==> config.mk <==
export PLATFORM = sky130hd
export DESIGN_NAME = uart_tx_feeder_flat
export DESIGN_NICKNAME = d
export VERILOG_FILES = /design/src/rtl/uart_tx_feeder_if.sv /design/src/rtl/uart_tx_feeder.sv /design/src/flat_wrapper.sv
export SDC_FILE = /design/constraint.sdc
export NUM_CORES = 1
export LEC_CHECK = 0
export BUFFER_PORTS_ARGS = -buffer_cell sky130_fd_sc_hd__buf_4
export CAP_MARGIN = 20
export CORE_MARGIN = 2
export CORE_UTILIZATION = 45
export DETAILED_ROUTE_END_ITERATION = 8
export SYNTH_ARGS = -nofsm -noshare
export SYNTH_HDL_FRONTEND = slang
export SYNTH_SLANG_ARGS = --single-unit
==> constraint.sdc <==
create_clock -name clk -period 2.95 [get_ports clk]
set_clock_uncertainty 0.15 [all_clocks]
set_input_delay 0.59 -clock clk [delete_from_list [all_inputs] [get_ports clk]]
set_output_delay 0.59 -clock clk [all_outputs]
set_load 0.02 [all_outputs]
==> src/rtl/uart_tx_feeder_if.sv <==
// Host-side FIFO push port and UART transmit handshake for the byte feeder.
// The feeder is the slave; the host/UART environment is the master.
interface uart_tx_feeder_if #(
  parameter int ADDR_W = 3
);
  logic              wr_en;
  logic [7:0]        wr_data;
  logic              full;
  logic              empty;
  logic [ADDR_W:0]   level;
  logic              overflow;
  logic              clr_ovf;
  logic              enable;
  logic              tx_busy;
  logic              tx_start;
  logic [7:0]        tx_data;
  logic              tx_done;

  modport slave (
    input  wr_en, wr_data, clr_ovf, enable, tx_busy,
    output full, empty, level, overflow, tx_start, tx_data, tx_done
  );

  modport master (
    output wr_en, wr_data, clr_ovf, enable, tx_busy,
    input  full, empty, level, overflow, tx_start, tx_data, tx_done
  );
endinterface

==> src/rtl/uart_tx_feeder.sv <==
// Buffered byte source for the UART transmitter: host bytes queue in a FIFO
// and are launched one at a time with a single-cycle tx_start pulse.
module uart_tx_feeder #(
  parameter int DEPTH  = 8,
  parameter int ADDR_W = 3
) (
  input  logic               clk,
  input  logic               rst,
  uart_tx_feeder_if.slave    bus
);

  localparam logic [ADDR_W:0] LEVEL_FULL = (ADDR_W + 1)'(DEPTH);

  typedef enum logic [1:0] {
    IDLE,
    WAIT_BUSY,
    WAIT_DONE
  } state_t;

  state_t              r_state;
  state_t              w_nextState;
  logic [7:0]          r_mem [DEPTH];
  logic [ADDR_W-1:0]   r_wrPtr;
  logic [ADDR_W-1:0]   r_rdPtr;
  logic [ADDR_W:0]     r_level;
  logic [ADDR_W:0]     w_levelNext;
  logic                r_full;
  logic                r_empty;
  logic                r_overflow;
  logic                r_txStart;
  logic [7:0]          r_txData;
  logic                r_txDone;
  logic                w_push;
  logic                w_drop;
  logic                w_pop;

  // A push into a full FIFO is dropped even if a pop frees a slot this cycle.
  assign w_push = bus.wr_en && !r_full;
  assign w_drop = bus.wr_en && r_full;
  assign w_pop  = (r_state == IDLE) && bus.enable && !r_empty && !bus.tx_busy;

  always_comb begin
    w_levelNext = r_level;
    if (w_push && !w_pop) begin
      w_levelNext = r_level + 1'b1;
    end else if (w_pop && !w_push) begin
      w_levelNext = r_level - 1'b1;
    end
  end

  always_ff @(posedge clk) begin
    if (w_push) begin
      r_mem[r_wrPtr] <= bus.wr_data;
    end
  end

  always_ff @(posedge clk or posedge rst) begin
    if (rst) begin
      r_wrPtr    <= '0;
      r_rdPtr    <= '0;
      r_level    <= '0;
      r_full     <= 1'b0;
      r_empty    <= 1'b1;
      r_overflow <= 1'b0;
      r_txStart  <= 1'b0;
      r_txData   <= 8'h00;
      r_txDone   <= 1'b0;
    end else begin
      if (w_push) begin
        r_wrPtr <= r_wrPtr + 1'b1;
      end
      if (w_pop) begin
        r_rdPtr  <= r_rdPtr + 1'b1;
        r_txData <= r_mem[r_rdPtr];
      end
      r_level <= w_levelNext;
      r_full  <= (w_levelNext == LEVEL_FULL);
      r_empty <= (w_levelNext == '0);
      // A drop in the same cycle as a clear leaves the flag set.
      if (w_drop) begin
        r_overflow <= 1'b1;
      end else if (bus.clr_ovf) begin
        r_overflow <= 1'b0;
      end
      r_txStart <= w_pop;
      r_txDone  <= (r_state == WAIT_DONE) && !bus.tx_busy;
    end
  end

  always_ff @(posedge clk or posedge rst) begin
    if (rst) begin
      r_state <= IDLE;
    end else begin
      r_state <= w_nextState;
    end
  end

  always_comb begin
    w_nextState = r_state;
    unique case (r_state)
      IDLE:      if (w_pop) w_nextState = WAIT_BUSY;
      WAIT_BUSY: if (bus.tx_busy) w_nextState = WAIT_DONE;
      WAIT_DONE: if (!bus.tx_busy) w_nextState = IDLE;
      default:   w_nextState = IDLE;
    endcase
  end

  assign bus.full     = r_full;
  assign bus.empty    = r_empty;
  assign bus.level    = r_level;
  assign bus.overflow = r_overflow;
  assign bus.tx_start = r_txStart;
  assign bus.tx_data  = r_txData;
  assign bus.tx_done  = r_txDone;

endmodule

==> src/flat_wrapper.sv <==
// flat-port wrapper written by rule: the top's interface ports become plain ports
module uart_tx_feeder_flat 
#(
  parameter int DEPTH  = 8,
  parameter int ADDR_W = 3
)
  (clk, rst, bus_wr_en, bus_wr_data, bus_clr_ovf, bus_enable, bus_tx_busy, bus_full, bus_empty, bus_level, bus_overflow, bus_tx_start, bus_tx_data, bus_tx_done);
  uart_tx_feeder_if #(.ADDR_W(ADDR_W)) bus_i ();
  input  logic clk;
  input  logic rst;
  input wire logic [$bits(bus_i.wr_en)-1:0] bus_wr_en;
  input wire logic [$bits(bus_i.wr_data)-1:0] bus_wr_data;
  input wire logic [$bits(bus_i.clr_ovf)-1:0] bus_clr_ovf;
  input wire logic [$bits(bus_i.enable)-1:0] bus_enable;
  input wire logic [$bits(bus_i.tx_busy)-1:0] bus_tx_busy;
  output wire logic [$bits(bus_i.full)-1:0] bus_full;
  output wire logic [$bits(bus_i.empty)-1:0] bus_empty;
  output wire logic [$bits(bus_i.level)-1:0] bus_level;
  output wire logic [$bits(bus_i.overflow)-1:0] bus_overflow;
  output wire logic [$bits(bus_i.tx_start)-1:0] bus_tx_start;
  output wire logic [$bits(bus_i.tx_data)-1:0] bus_tx_data;
  output wire logic [$bits(bus_i.tx_done)-1:0] bus_tx_done;
  assign bus_i.wr_en = bus_wr_en;
  assign bus_i.wr_data = bus_wr_data;
  assign bus_i.clr_ovf = bus_clr_ovf;
  assign bus_i.enable = bus_enable;
  assign bus_i.tx_busy = bus_tx_busy;
  assign bus_full = bus_i.full;
  assign bus_empty = bus_i.empty;
  assign bus_level = bus_i.level;
  assign bus_overflow = bus_i.overflow;
  assign bus_tx_start = bus_i.tx_start;
  assign bus_tx_data = bus_i.tx_data;
  assign bus_tx_done = bus_i.tx_done;
  uart_tx_feeder #(.DEPTH(DEPTH), .ADDR_W(ADDR_W)) u_core (.clk(clk), .rst(rst), .bus(bus_i));
endmodule
==> metrics.yaml <==
cts_root_buf: "clkbuf_8"
clock-sinks: 89
max_cap_viol_count: 0
crit_chain: "nor4_4 -> a21oi_2 -> or4_4 -> a2111oi_4"
ys_async_sr_fraction_pct: 28.1
die_y_um: 93.8
fp.dieW_um: 93.8
r2r_start: "u_core.r_state[0]$_DFFE_PP0P_"
power_density_mw_per_mm2: 947
synth_commonest_cells: "edfxtp_1 (64), dfrtp_1 (24), nand2_1 (19)"
fin_setup_tns_ns: 0
io_pins: 31
cts-buffers-inserted: 9
grt_max_degree: 26
avgSynthCellArea_um2: 17.1
grt.overflow.total: 0
drive_above_1_share_pct: 33.0
rows: 32
crit_arrival_ns: 2.24
insertion_delay_ns: 0.35
cts_tree: "done"
post-route-util_pct: 54.7
hold_violations: 0
max_stage_delay_ns: 0.54
rrSetupSlack_ns: 0.81
worstReg2RegEnd: "u_core.bus.full$_DFF_PP0_"
syn_inst: 212
slew_headroom_pct: 47.9
ctsResizeCount: 0
max_freq_mhz: 467
routed_wl_um: 6740
crit_buf_inv: 0
antenna_left: 0
wl_per_cell_um: 18.4
path_clk_slew_ns: 0.08
reg2reg_depth: 4
yosys.area.top_type_share_pct: 52.9
slowest_stage: "or4_4"
cp-end-kind: "flop"
antenna_found_initial: 0
worstPathRequired_ns: 3.05
crit_fanout: 6
ir_drop_mv: 0.354
dpl.hpwl_um: 4330
synth_edf_count: 64
finalCriticalPeriod_ns: 2.14
ctsHoldBuffers: 0
postCtsSetupRepairBufs: 0
final_nets: 277
netlist-cell-type-count: 40
io_buffers: 30
holdCritPathClass: "in -> async"
area_growth_pct: 16.9
cellLeakagePower_nw: 1.58
drc: 0
floorplan.initialDensity_pct: 46.7
fin_crit_sh_pct: 72.6
netlist_area_mm2: 0.00363
synth_nets: 230
worst_setup_path_start_kind: "flop"
n_fill_cell: 665
worst_pin_slew_ns: 0.782
cts_htree_levels: 3
antenna_cells: 0
grt_usage_pct: 16.9
ys_seq_area_share_pct: 70.2
ys_ff_latch: 89
coreArea_mm2: 0.00777
synthFlopType: "edfxtp_1"
vias: 1932
crit_type: "reg -> reg"
place.gp.congestion: 0.798
die_area_mm2: 0.00880
post-synth-top-count-cell: "edfxtp_1"
synth.area.top_cells: "edfxtp_1 (53%), dfrtp_1 (17%), mux4_2 (9.9%)"
rsz0062_at_grt: "false"
cts_buffer_depth: 2
vias_per_cell: 5.28
ys_warn_count: 0
drtPass1Iterations: 4
first_global_vias: 1916
yosysTopAreaCell: "edfxtp_1"
crit_family: "simple AND/OR/NAND/NOR gates"
status: "finished clean"
first_iter_violations: 144
drv_slew: 0
grt_pass1_wl_um: 10500
finalSetupViolCount: 0
[placed cells by master (no fill, tap or decap), types with 5 or more instances in the layout]
cell type,Yosys,layout
buf_4,0,45
clkbuf_8,0,10
dfrtp_1,24,24
edfxtp_1,64,64
inv_1,6,6
mux2i_1,8,8
mux4_2,16,16
nand2_1,19,19
nor2_1,7,7
nor3_1,6,6
o21ai_0,11,11
xnor2_1,5,5
[worst max path at each step]
stage | end | from | cells after the start
detailed placement | u_core.bus.full$_DFF_PP0_ | bus_tx_busy | 5
finish | u_core.bus.full$_DFF_PP0_ | u_core.r_state[0]$_DFFE_PP0P_ | 4
floorplan | u_core.r_mem[0][0]$_DFFE_PP_ | bus_wr_en | 3
CTS | u_core.bus.full$_DFF_PP0_ | u_core.r_state[0]$_DFFE_PP0P_ | 4
global placement | u_core.bus.full$_DFF_PP0_ | bus_tx_busy | 5
global route | u_core.bus.full$_DFF_PP0_ | u_core.r_state[0]$_DFFE_PP0P_ | 4
[state kept, by name (all words and copies together), names as in the netlist]
register / flops
u_core.bus.empty: 1
u_core.bus.full: 1
u_core.bus.level: 4
u_core.bus.overflow: 1
u_core.bus.tx_data: 8
u_core.bus.tx_done: 1
u_core.bus.tx_start: 1
u_core.r_mem: 64
u_core.r_rdPtr: 3
u_core.r_state: 2
u_core.r_wrPtr: 3
[stage by stage]
stage / total power [W] / hold slack, ns / instance area, um^2 / instances / setup slack [ns]
after floorplan: 0.00283 / 0.368 / 3630 / 212 / 0.673
after global placement: 0.00330 / 0.318 / 4070 / 350 / 0.661
after global routing: 0.00428 / 0.161 / 4250 / 366 / 0.668
final: 0.00402 / 0.155 / 4250 / 366 / 0.808
after CTS: 0.00408 / 0.158 / 4250 / 366 / 0.793
after detailed placement: 0.00332 / 0.322 / 4070 / 350 / 0.616
[metal layers]
layer / global-route usage [%] / part of all wire, %
met1: 21.9 / 46
met3: 5.22 / 4.0
met4: 5.43 / 1.2
met5: 0 / 0
met2: 27.4 / 49
[layout make-up]
cell class                 count  area, um^2  area share [%]
inverter                       6        22.5           0.531
tap                          102         128            3.01
timing repair buffer          45         338            7.96
clock buffer                  10         138            3.24
sequential                    89        2550            60.0
multi-input combinational    108        1030            24.3
clock inverter                 6        41.3           0.973
[logic make-up after synthesis]
family	share of synthesized area, %
XOR/XNOR	1.45
AO/OA/AOI/OAI	5.03
multiplexers	12.4
adder cells (fa/ha/maj)	1.38
AND/OR/NAND/NOR	7.89
buffers and inverters	1.62
flip-flops	70.2
[worst reg2reg max path, stage by stage (launching register included)]
cell	delay [ns]
dfrtp_1	0.48
nor4_4	0.45
a21oi_2	0.13
or4_4	0.54
a2111oi_4	0.30
[where the power goes]
group	internal, W	leakage [nW]	switching (W)
Combinational	0.000683	0.604	0.000674
Sequential	0.00164	0.889	0.000273
Clock	0.000329	0.0863	0.000425
Power figures use the tool's default switching activity.
